File: config.mk
export PLATFORM = sky130hd
export DESIGN_NAME = ps2_host_tx
export DESIGN_NICKNAME = d
export VERILOG_FILES = /design/src/rtl/ps2_host_tx.sv
export SDC_FILE = /design/constraint.sdc
export NUM_CORES = 1
export LEC_CHECK = 0
export CAP_MARGIN = 40
export CORE_ASPECT_RATIO = 1.75
export CORE_MARGIN = 8
export CORE_UTILIZATION = 61
export CTS_BUF_LIST = sky130_fd_sc_hd__clkbuf_2 sky130_fd_sc_hd__clkbuf_4 sky130_fd_sc_hd__clkbuf_8
export DETAILED_ROUTE_END_ITERATION = 7
export GPL_ROUTABILITY_DRIVEN = 0
export PLACE_DENSITY_LB_ADDON = 0.05
export SYNTH_ARGS = -nofsm -noshare
export SYNTH_HDL_FRONTEND = slang
export SYNTH_SLANG_ARGS = --single-unit
File: constraint.sdc
create_clock -name clk -period 4.2 [get_ports clk]
set_clock_uncertainty 0.1 [all_clocks]
set_input_delay 1.05 -clock clk [delete_from_list [all_inputs] [get_ports clk]]
set_output_delay 1.05 -clock clk [all_outputs]
set_load 0.1 [all_outputs]
File: src/rtl/ps2_host_tx.sv
// PS/2 host-to-device transmitter: inhibits the clock, issues request-to-send,
// shifts one command byte on device clocks and checks the device acknowledge.
module ps2_host_tx #(
   parameter int INHIBIT_CYCLES = 5000,
   parameter int SETUP_CYCLES   = 50,
   parameter int TIMEOUT_CYCLES = 1000000,
   parameter int SYNC_STAGES    = 2
) (
   input  logic       clk,
   input  logic       rst,
   input  logic [7:0] tx_data,
   input  logic       tx_valid,
   output logic       tx_ready,
   input  logic       ps2_clk_in,
   input  logic       ps2_data_in,
   output logic       ps2_clk_oe,
   output logic       ps2_data_oe,
   output logic       busy,
   output logic       done,
   output logic       ack_err,
   output logic       timeout
);

   localparam int CNT_MAX = (INHIBIT_CYCLES > TIMEOUT_CYCLES) ? INHIBIT_CYCLES : TIMEOUT_CYCLES;
   localparam int CNT_W   = $clog2(CNT_MAX + 1);

   localparam logic [2:0] S_IDLE      = 3'd0;
   localparam logic [2:0] S_INHIBIT   = 3'd1;
   localparam logic [2:0] S_SETUP     = 3'd2;
   localparam logic [2:0] S_SEND      = 3'd3;
   localparam logic [2:0] S_WAIT_IDLE = 3'd4;

   logic [SYNC_STAGES-1:0] clk_sync;
   logic [SYNC_STAGES-1:0] data_sync;
   logic                   clk_s;
   logic                   data_s;
   logic                   clk_prev;
   logic                   fall;
   logic [2:0]             state;
   logic [CNT_W-1:0]       cnt;
   logic [3:0]             bitcnt;
   logic [7:0]             sh;
   logic                   par;
   logic                   data_oe_r;
   logic                   ack_bad;
   logic                   tmo_hit;
   logic                   idle_ok;

   function automatic logic [CNT_W-1:0] sat_inc(input logic [CNT_W-1:0] v);
      return (v == CNT_W'(CNT_MAX)) ? v : v + 1'b1;
   endfunction

   // Synchronizers idle high so a reset never manufactures a falling edge.
   always_ff @(posedge clk or posedge rst) begin
      if (rst) begin
         clk_sync  <= '1;
         data_sync <= '1;
         clk_prev  <= 1'b1;
      end else begin
         clk_sync[0]  <= ps2_clk_in;
         data_sync[0] <= ps2_data_in;
         for (int i = 1; i < SYNC_STAGES; i++) begin
            clk_sync[i]  <= clk_sync[i-1];
            data_sync[i] <= data_sync[i-1];
         end
         clk_prev <= clk_s;
      end
   end

   assign clk_s  = clk_sync[SYNC_STAGES-1];
   assign data_s = data_sync[SYNC_STAGES-1];
   assign fall   = clk_prev & ~clk_s;

   assign tmo_hit = ((state == S_SEND) || (state == S_WAIT_IDLE)) &&
                    (cnt == CNT_W'(TIMEOUT_CYCLES));
   assign idle_ok = (state == S_WAIT_IDLE) && clk_s && data_s && !tmo_hit;

   always_ff @(posedge clk) begin
      if (state == S_IDLE && tx_valid) begin
         sh  <= tx_data;
         par <= ~^tx_data;
      end
   end

   always_ff @(posedge clk or posedge rst) begin
      if (rst) begin
         state     <= S_IDLE;
         cnt       <= '0;
         bitcnt    <= '0;
         data_oe_r <= 1'b0;
         ack_bad   <= 1'b0;
      end else begin
         case (state)
            S_IDLE: begin
               if (tx_valid) begin
                  cnt    <= '0;
                  bitcnt <= '0;
                  state  <= S_INHIBIT;
               end
            end
            S_INHIBIT: begin
               if (cnt == CNT_W'(INHIBIT_CYCLES - 1)) begin
                  cnt   <= '0;
                  state <= S_SETUP;
               end else begin
                  cnt <= sat_inc(cnt);
               end
            end
            S_SETUP: begin
               if (cnt == CNT_W'(SETUP_CYCLES - 1)) begin
                  cnt       <= '0;
                  bitcnt    <= '0;
                  data_oe_r <= 1'b1;
                  state     <= S_SEND;
               end else begin
                  cnt <= sat_inc(cnt);
               end
            end
            S_SEND: begin
               // Timeout wins over a falling edge arriving in the same cycle.
               if (tmo_hit) begin
                  cnt       <= '0;
                  data_oe_r <= 1'b0;
                  state     <= S_IDLE;
               end else if (fall) begin
                  cnt    <= '0;
                  bitcnt <= bitcnt + 4'd1;
                  if (bitcnt < 4'd8) begin
                     data_oe_r <= ~sh[bitcnt[2:0]];
                  end else if (bitcnt == 4'd8) begin
                     data_oe_r <= ~par;
                  end else if (bitcnt == 4'd9) begin
                     data_oe_r <= 1'b0;
                  end else begin
                     data_oe_r <= 1'b0;
                     ack_bad   <= data_s;
                     state     <= S_WAIT_IDLE;
                  end
               end else begin
                  cnt <= sat_inc(cnt);
               end
            end
            S_WAIT_IDLE: begin
               if (tmo_hit || (clk_s && data_s)) begin
                  cnt   <= '0;
                  state <= S_IDLE;
               end else begin
                  cnt <= sat_inc(cnt);
               end
            end
            default: state <= S_IDLE;
         endcase
      end
   end

   assign tx_ready    = (state == S_IDLE);
   assign busy        = (state != S_IDLE);
   assign ps2_clk_oe  = (state == S_INHIBIT) || (state == S_SETUP);
   assign ps2_data_oe = (state == S_SETUP) || ((state == S_SEND) && data_oe_r && !tmo_hit);
   assign done        = idle_ok && !ack_bad;
   assign ack_err     = idle_ok && ack_bad;
   assign timeout     = tmo_hit;

endmodule

### Word level (Yosys, flattened, before mapping)

Index checks and enable logic that the tools add are counted.

* order comparisons: 2
* mux-type cells: 31
* bitwise logic cells: 8
* reductions and logical operators: 27
* eq/ne operators: 19
* $add $sub $neg: 2

Operators by type and width (number)
* 20-bit two-way mux: 7
* 20-bit case mux with 5 select lines: 1
* 3-bit two-way mux: 9
* 20-bit by 1-bit adder with 20-bit output, second input constant: 1
* 20-bit by 13-bit == test with 1-bit output, second input constant: 1
* 20-bit == test, second input constant: 1
* 20-bit by 6-bit == test with 1-bit output, second input constant: 1
* 4-bit two-way mux: 4
* 3-bit case mux with 5 select lines: 1
* 3-bit != test, second input constant: 4
* 4-bit case mux with 3 select lines: 1
* 1-bit logical AND: 10
* 2-bit != test, second input constant: 5
* 4-bit == test, second input constant: 2
* 8-bit AND reduction: 1
* 8-bit XNOR reduction: 1
* 1-bit inverter: 7
* 3-bit by 2-bit == test with 1-bit output, second input constant: 2
* 1-bit two-way mux: 6
* 6-bit AND reduction: 1
* 3-bit nonzero test: 2
* 5-bit AND reduction: 1
* 5-bit nonzero test: 1
* 4-bit by 1-bit adder with 4-bit output, second input constant: 1
* 14 further kinds: 18

* input port bits: 13
* register bits: 43
* output and inout bits: 7
* logic and storage cells: 99

### Logic depth before layout (Yosys ltp)

* depth after elaboration: 7
* depth in mapped cells: 10
* depth with buffers taken out: 8

### Worst setup path before layout

No wires, ideal clock.

* kind: reg-to-output
* start: reg cnt[0]
* end: out ack_err
* path buffers: 0
* setup slack: -0.116 ns
* stages on the path, launching flop included: 8
* data arrival time: 3.166 ns
* cells stage by stage: dfrtp_1 inv_1 ha_1 nand4_1 nor4_4 nand2_1 nand3_1 nor3_1

* longest elaborated chain between the ends: 5

RTL lines
* start, declared: line 40 `logic [CNT_W-1:0] cnt;`
* start signal, assigned: line 106 `cnt <= sat_inc(cnt);`
* start signal, assigned: line 116 `cnt <= sat_inc(cnt);`
* start signal, assigned: line 140 `cnt <= sat_inc(cnt);`
* 20-bit == test: line 75 `(cnt == CNT_W'(TIMEOUT_CYCLES));`
* 1-bit logical AND: line 74 `assign tmo_hit = ((state == S_SEND) || (state == S_WAIT_IDLE)) &&`
* 1-bit zero test: line 76 `assign idle_ok = (state == S_WAIT_IDLE) && clk_s && data_s && !tmo_hit;`
* 1-bit logical AND: line 76
* 1-bit logical AND: line 161 `assign ack_err = idle_ok && ack_bad;`
* end, declared: line 20 `output logic ack_err,`

No other way between the ends.

### Worst setup path after layout

* start: reg cnt[15]
* end: out done

* longest elaborated chain between the ends: 5

RTL lines
* 20-bit == test: line 75
* 1-bit logical AND: line 74
* 1-bit zero test: line 76
* 1-bit logical AND: line 76
* 1-bit logical AND: line 160 `assign done = idle_ok && !ack_bad;`
* end, declared: line 19 `output logic done,`

No other way between the ends.

==> summary.txt <==
Drt
  – Drt pass-1 iters: 4
  – Final ANT Viol Nets: 0
  – Vias: 1817
  – DRC Markers: 0
  – WL/cell: 16.98 µm
  – Initial DRC Count: 73
  – Vias per cell: 6.077
  – WL final: 5077 µm

Hold path
  – Hold path startpoint: data_sync[0]$_DFF_PP1_
  – Hold path endpoint: data_sync[1]$_DFF_PP1_
  – HP Class: register to register
  – Hold path depth: 0

Critical path
  – Critical Path AT: 2400 ps
  – CP Class: register to primary output
  – R2R depth: 6
  – Crit path max fanout: 5
  – R2R Setup Slk: 1100 ps
  – Reg2reg start: cnt[7]$_DFFE_PP0P_
  – Crit path launch type: register
  – Crit path required time: 3050 ps
  – Reg2reg end: state[1]$_DFFE_PP0P_
  – Crit. End Element: primary output

Power
  – Clk pwr share: 0.202
  – IR Drop Worst-Case VDD: 0.4811 mV
  – Sw frac: 0.4505
  – PwrDens: 615.9 nW/µm²
  – Reg power frac: 0.345
  – Net Switching: 0.7439 mW
  – Internal power: 0.9075 mW
  – Logic gate share of total power: 0.453
  – Leakage: 1.114 nW

CTS
  – Post-CTS setup buffer count: 0
  – Post_cts resized: 0
  – Post-CTS Hold Fix Bufs: 0
  – Clock Sinks: 43
  – Clock root buffer: clkbuf_8
  – Reg clk slew, reported paths: 90 ps
  – Clk buf depth: 2
  – CTS tree: built
  – CTS Buf Count: 5
  – CTS H-tree lvls: 2
  – Clock latency on the worst-skew pair: 300 ps

Global route
  – Number of global-route vias before repair: 1970
  – Global-route wire length before repair: 8804 µm
  – Initial antenna violation count: 0
  – Largest net degree at the start of global routing: 19
  – Grt ovf: 0
  – Total Routing Usage GR: 0.1754

STA
  – Final worst-path cycle share: 0.8461
  – Setup TNS: 0 ps
  – Pins Over Slew Limit: 0
  – Fmax: 0.2814 GHz
  – Setup Viol. Count Final: 0
  – RSZ-0062 raised after global routing: false
  – Least-Margin Pin Slew: 729.0 ps
  – Final Hold Fails: 0
  – Worst rel slew slack: 0.5111
  – Tmin final: 3554 ps

Die
  – Core area: 3791 µm²
  – Full die area: 6146 µm²
  – Starting density of the core: 0.6165
  – IO Pins: 20
  – # rows: 30
  – Die Y-Extent: 97.89 µm
  – Die X: 62.79 µm

Final layout
  – Ratio of cells with drive above 1 in the final layout: 0.1275
  – Antenna diode count: 0
  – Final instance area: 2681 µm²
  – Area Growth Syn to Fin: 14.72%
  – Most frequent cells in the layout: dfrtp_1, nor2_1, nand2_1, nand3_1, clkdlybuf4s50_1
  – Nets@finish: 269
  – Final Core Density: 0.7073
  – Leading cell type in the layout, fill and taps excluded: dfrtp_1

Synthesis
  – Synthesized area: 2337 µm²
  – Top FF cell, synth: dfrtp_1
  – YS warnings: 0
  – Cells after Synth: 228
  – Yosys cell types: 50
  – Flops & latches, synth: 43
  – Post-synth EDFFs: 9
  – Ys async rst share: 0.7907
  – Syn nets: 247
  – Sequential-to-total area share from yosys stat: 0.4823
  – Post-synthesis area per instance: 10.25 µm²

Placed design
  – Cell area after placement: 2567 µm²
  – I/O Buffers: 19
  – Detailed placement HPWL: 3792 µm

Outcome
  – Status: finished clean

Job
  – Max Cap Violations: 0
==> cell type report <==
| class | instances | area (µm²) |
|---|---|---|
| multi-input combinational | 171 | 1152 |
| sequential | 43 | 1127 |
| fill | 315 | 1110 |
| timing repair buffer | 21 | 197.7 |
| clock buffer | 6 | 76.32 |
| tap | 48 | 60.06 |
| clock inverter | 2 | 37.54 |
| inverter | 8 | 30.03 |
==> flip-flops by register name, summed over array words and instances (netlist names) <==
signal and cells:
sh 8, bitcnt 4, cnt 20, par 1, state 3, clk_prev 1
clk_sync 2, data_sync 2, ack_bad 1, data_oe_r 1
==> power groups by stage <==
| stage | sequential, mW | clock [mW] | combinational [mW] |
|---|---|---|---|
| final | 0.570 | 0.333 | 0.749 |
| after global routing | 0.583 | 0.353 | 0.806 |
| after CTS | 0.569 | 0.336 | 0.753 |
| after detailed placement | 0.578 | 0 | 0.749 |
| after global placement | 0.576 | 0 | 0.729 |
| after floorplan | 0.538 | 0 | 0.617 |
==> synthesized netlist by cell type, drive strengths merged (3+ instances only) <==
cell | instances | share of area
a31oi | 3 | 0.0080
edfxtp | 9 | 0.12
a22o | 3 | 0.011
and3 | 4 | 0.011
xnor2 | 12 | 0.045
dfrtp | 29 | 0.31
nor2 | 28 | 0.048
and2 | 3 | 0.0080
o31ai | 4 | 0.013
nand4 | 5 | 0.013
nand2 | 17 | 0.027
dfstp | 5 | 0.056
xor2 | 11 | 0.041
inv | 8 | 0.013
ha | 6 | 0.032
nor3 | 10 | 0.021
o21ai | 5 | 0.012
mux2 | 3 | 0.014
nand2b | 3 | 0.0080
a211oi | 3 | 0.012
a21oi | 7 | 0.015
or4 | 3 | 0.0096
nand3 | 14 | 0.030
clkbuf | 4 | 0.0064
==> worst max-delay path by stage <==
stage	from	to	slack [ps]
final	cnt[15]$_DFFE_PP0P_	done	650
after CTS	cnt[5]$_DFFE_PP0P_	done	660
after detailed placement	cnt[5]$_DFFE_PP0P_	done	990
after global placement	cnt[5]$_DFFE_PP0P_	done	1010
after global routing	cnt[5]$_DFFE_PP0P_	ack_err	530
after floorplan	cnt[0]$_DFFE_PP0P_	ack_err	-120
==> layer usage <==
layer / global-route usage / part of all wire / wire length [µm]
met5: 0 / 0 / 0
met4: 0.09894 / 0.039 / 197
met3: 0.03670 / 0.040 / 201
met2: 0.3333 / 0.56 / 2836
met1: 0.1662 / 0.36 / 1842
==> metrics by stage <==
step           setup WS [ps]  instances  hold slack [ps]  power [mW]
3_3_place_gp            1009        290            246.8       1.305
2_1_floorplan         -115.8        228            245.2       1.155
5_1_grt                533.2        299            261.6       1.742
3_5_place_dp           989.1        291            247.0       1.327
4_1_cts                657.5        299            259.3       1.658
6_report               646.3        299            250.2       1.651
==> kinds of logic after synthesis <==
family                     after synthesis  share of synthesized area
adders and majority gates                6                    0.03212
AOI/OAI and AO/OA                       34                     0.1017
xor gates and xnor gates                23                    0.08619
and+or+nand+nor                        102                     0.2350
muxes                                    6                    0.03801
DFF                                     43                     0.4823
buffers and inverters                   14                    0.02462
==> critical path: stages, from the launching register on <==
cell	delay (ps)
dfrtp_1	450
or4b_4	560
nor4_4	390
nand2_1	200
nand3_1	200
nor3_1	70
buf_4	230
No activity file was read; power rests on OpenSTA's default activity.
==> RTL edit: new RTL, same settings <==
The parameter `SYNC_STAGES` goes from 2 to 1.
--- a/src/rtl/ps2_host_tx.sv
+++ b/src/rtl/ps2_host_tx.sv
@@ -4,7 +4,7 @@
    parameter int INHIBIT_CYCLES = 5000,
    parameter int SETUP_CYCLES   = 50,
    parameter int TIMEOUT_CYCLES = 1000000,
-   parameter int SYNC_STAGES    = 2
+   parameter int SYNC_STAGES    = 1
 ) (
    input  logic       clk,
    input  logic       rst,
Check against the original RTL: no difference found for any inputs over 10 cycles, from zero or initial values and one cycle with rst high; that may be too few to reach the edited logic, so the function may still have changed.
==> RTL edit against the unedited design <==
Synthesized area is 0.75% higher; design area is 1.3% higher; count of clock-buffer cells in the layout stayed put; maximum frequency is 1.2% higher; wire length is 0.47% higher; die area is 0.59% higher; global-route usage is 0.31 points higher; setup slack better by 41 ps; sequential cell count is 2 lower.
Power is not compared: it rests on default switching activity, and its combinational part moved more than twofold at a synthesized area within 25%.
==> RTL edit: results <==
group,metric,value,unit
yosys,synth_fa_ha_area_frac,0.0319,
global_routing,grtUsageTotal,0.179,
routing,wl_per_cell,16.5,um
yosys,synth.mux.area_fraction,0.0324,
worst_hold_path,min_from,"clk_s$_DFF_PP1_",
clock_tree,cts_made_buffers,5,
yosys,avgSynthCellArea,9.89,um^2
routing,met3_length,163,um
global_routing,grt_pass1_wl,8970,um
global_routing,grt_max_degree,33,
yosys,seq_area_frac_synth,0.456,
setup_path,cp_max_fo,7,
routing,drt_iter0_markers,74,
yosys,synth_nets,257,
layout,num-fill-cells,307,
yosys,synthTopCellsByArea,"dfrtp_1 (31%), edfxtp_1 (11%), xnor2_1 (7.4%)",
timing,worst_pin_slew,581,ps
setup_path,rr_startpoint,"cnt[1]$_DFFE_PP0P_",
setup_path,crit_arrival,2360,ps
layout,antennaDiodeCount,0,
routing,routed_via_density,6.04,
placed_design,place_inst,302,
placed_design,place_hpwl,3880,um
yosys,async_flop_share,0.780,
layout,drive_above_1_share,0.141,
status,outcome,"complete, no violations",
yosys,synth-compound-area-share,0.101,
routing,wl_met2,2780,um
global_routing,grt_pass1_vias,1956,
layout,final_cells,310,
clock_tree,root_buffer,"clkbuf_8",
yosys,synth_commonest_cells,"nor2_1 (32), dfrtp_1 (29), nand2_1 (21)",
power,leakagePower,1.09,nW
yosys,synth_xor_area_frac,0.0855,
setup_path,cp-startpoint,"cnt[0]$_DFFE_PP0P_",
routing,wl_met1,1980,um
## RTL edit: path summary, 6_finish.rpt
kind | endpoint | slack (ps) | cells after the start
setup / recovery | timeout | 690 | 7
hold reg to reg | clk_prev$_DFF_PP1_ | 280 | 0
min in group asynchronous | cnt[19]$_DFFE_PP0P_ | 1030 | 3
max in group asynchronous | data_s$_DFF_PP1_ | 2640 | 3
setup reg to reg | ack_bad$_DFFE_PP0P_ | 1450 | 7
hold / removal | clk_prev$_DFF_PP1_ | 280 | 0
## RTL edit: layer usage
metal / vias up / GRT usage
met5: - / 0
met2: 46 / 0.322
met3: 14 / 0.0287
met4: 0 / 0.0954
met1: 911 / 0.191
li1: 901 / -
## RTL edit: final cells by class
| cell class | count | area [um^2] | area share |
|---|---|---|---|
| Clock buffer | 6 | 76.3 | 0.0281 |
| Clock inverter | 2 | 35.0 | 0.0129 |
| Inverter | 11 | 41.3 | 0.0152 |
| Multi-Input combinational cell | 179 | 1220 | 0.448 |
| Sequential cell | 41 | 1070 | 0.396 |
| Tap cell | 48 | 60.1 | 0.0221 |
| Timing Repair Buffer | 23 | 213 | 0.0783 |
## RTL edit: per-stage QoR
step	cell area (um^2)	utilization	setup slack (ps)	power [mW]
6_report	2720	0.717	687	0.972
4_1_cts	2720	0.717	724	0.977
5_1_grt	2720	0.717	605	1.02
3_3_place_gp	2590	0.683	1090	0.657
2_1_floorplan	2370	-	51.3	0.610
3_5_place_dp	2610	0.687	1060	0.661
## RTL edit: cell families after synthesis
family | Yosys count
simple gates | 109
mux | 5
fa+ha+maj | 6
buf+inv | 18
flops | 41
xor+xnor | 23
compound gates | 36
## RTL edit: critical path: stages (launching register included)
cell and delay (ps):
dfrtp_1 440, inv_1 120, ha_1 150, nand4b_1 100
or3_4 380, or2_2 360, a21oi_1 200, buf_4 330
## RTL edit: where the power goes
part / switching, mW / total [mW] / leakage, nW / internal (mW)
Sequential: 0.0571 / 0.499 / 0.475 / 0.442
Combinational: 0.0760 / 0.156 / 0.558 / 0.0796
Clock: 0.134 / 0.317 / 0.0586 / 0.183
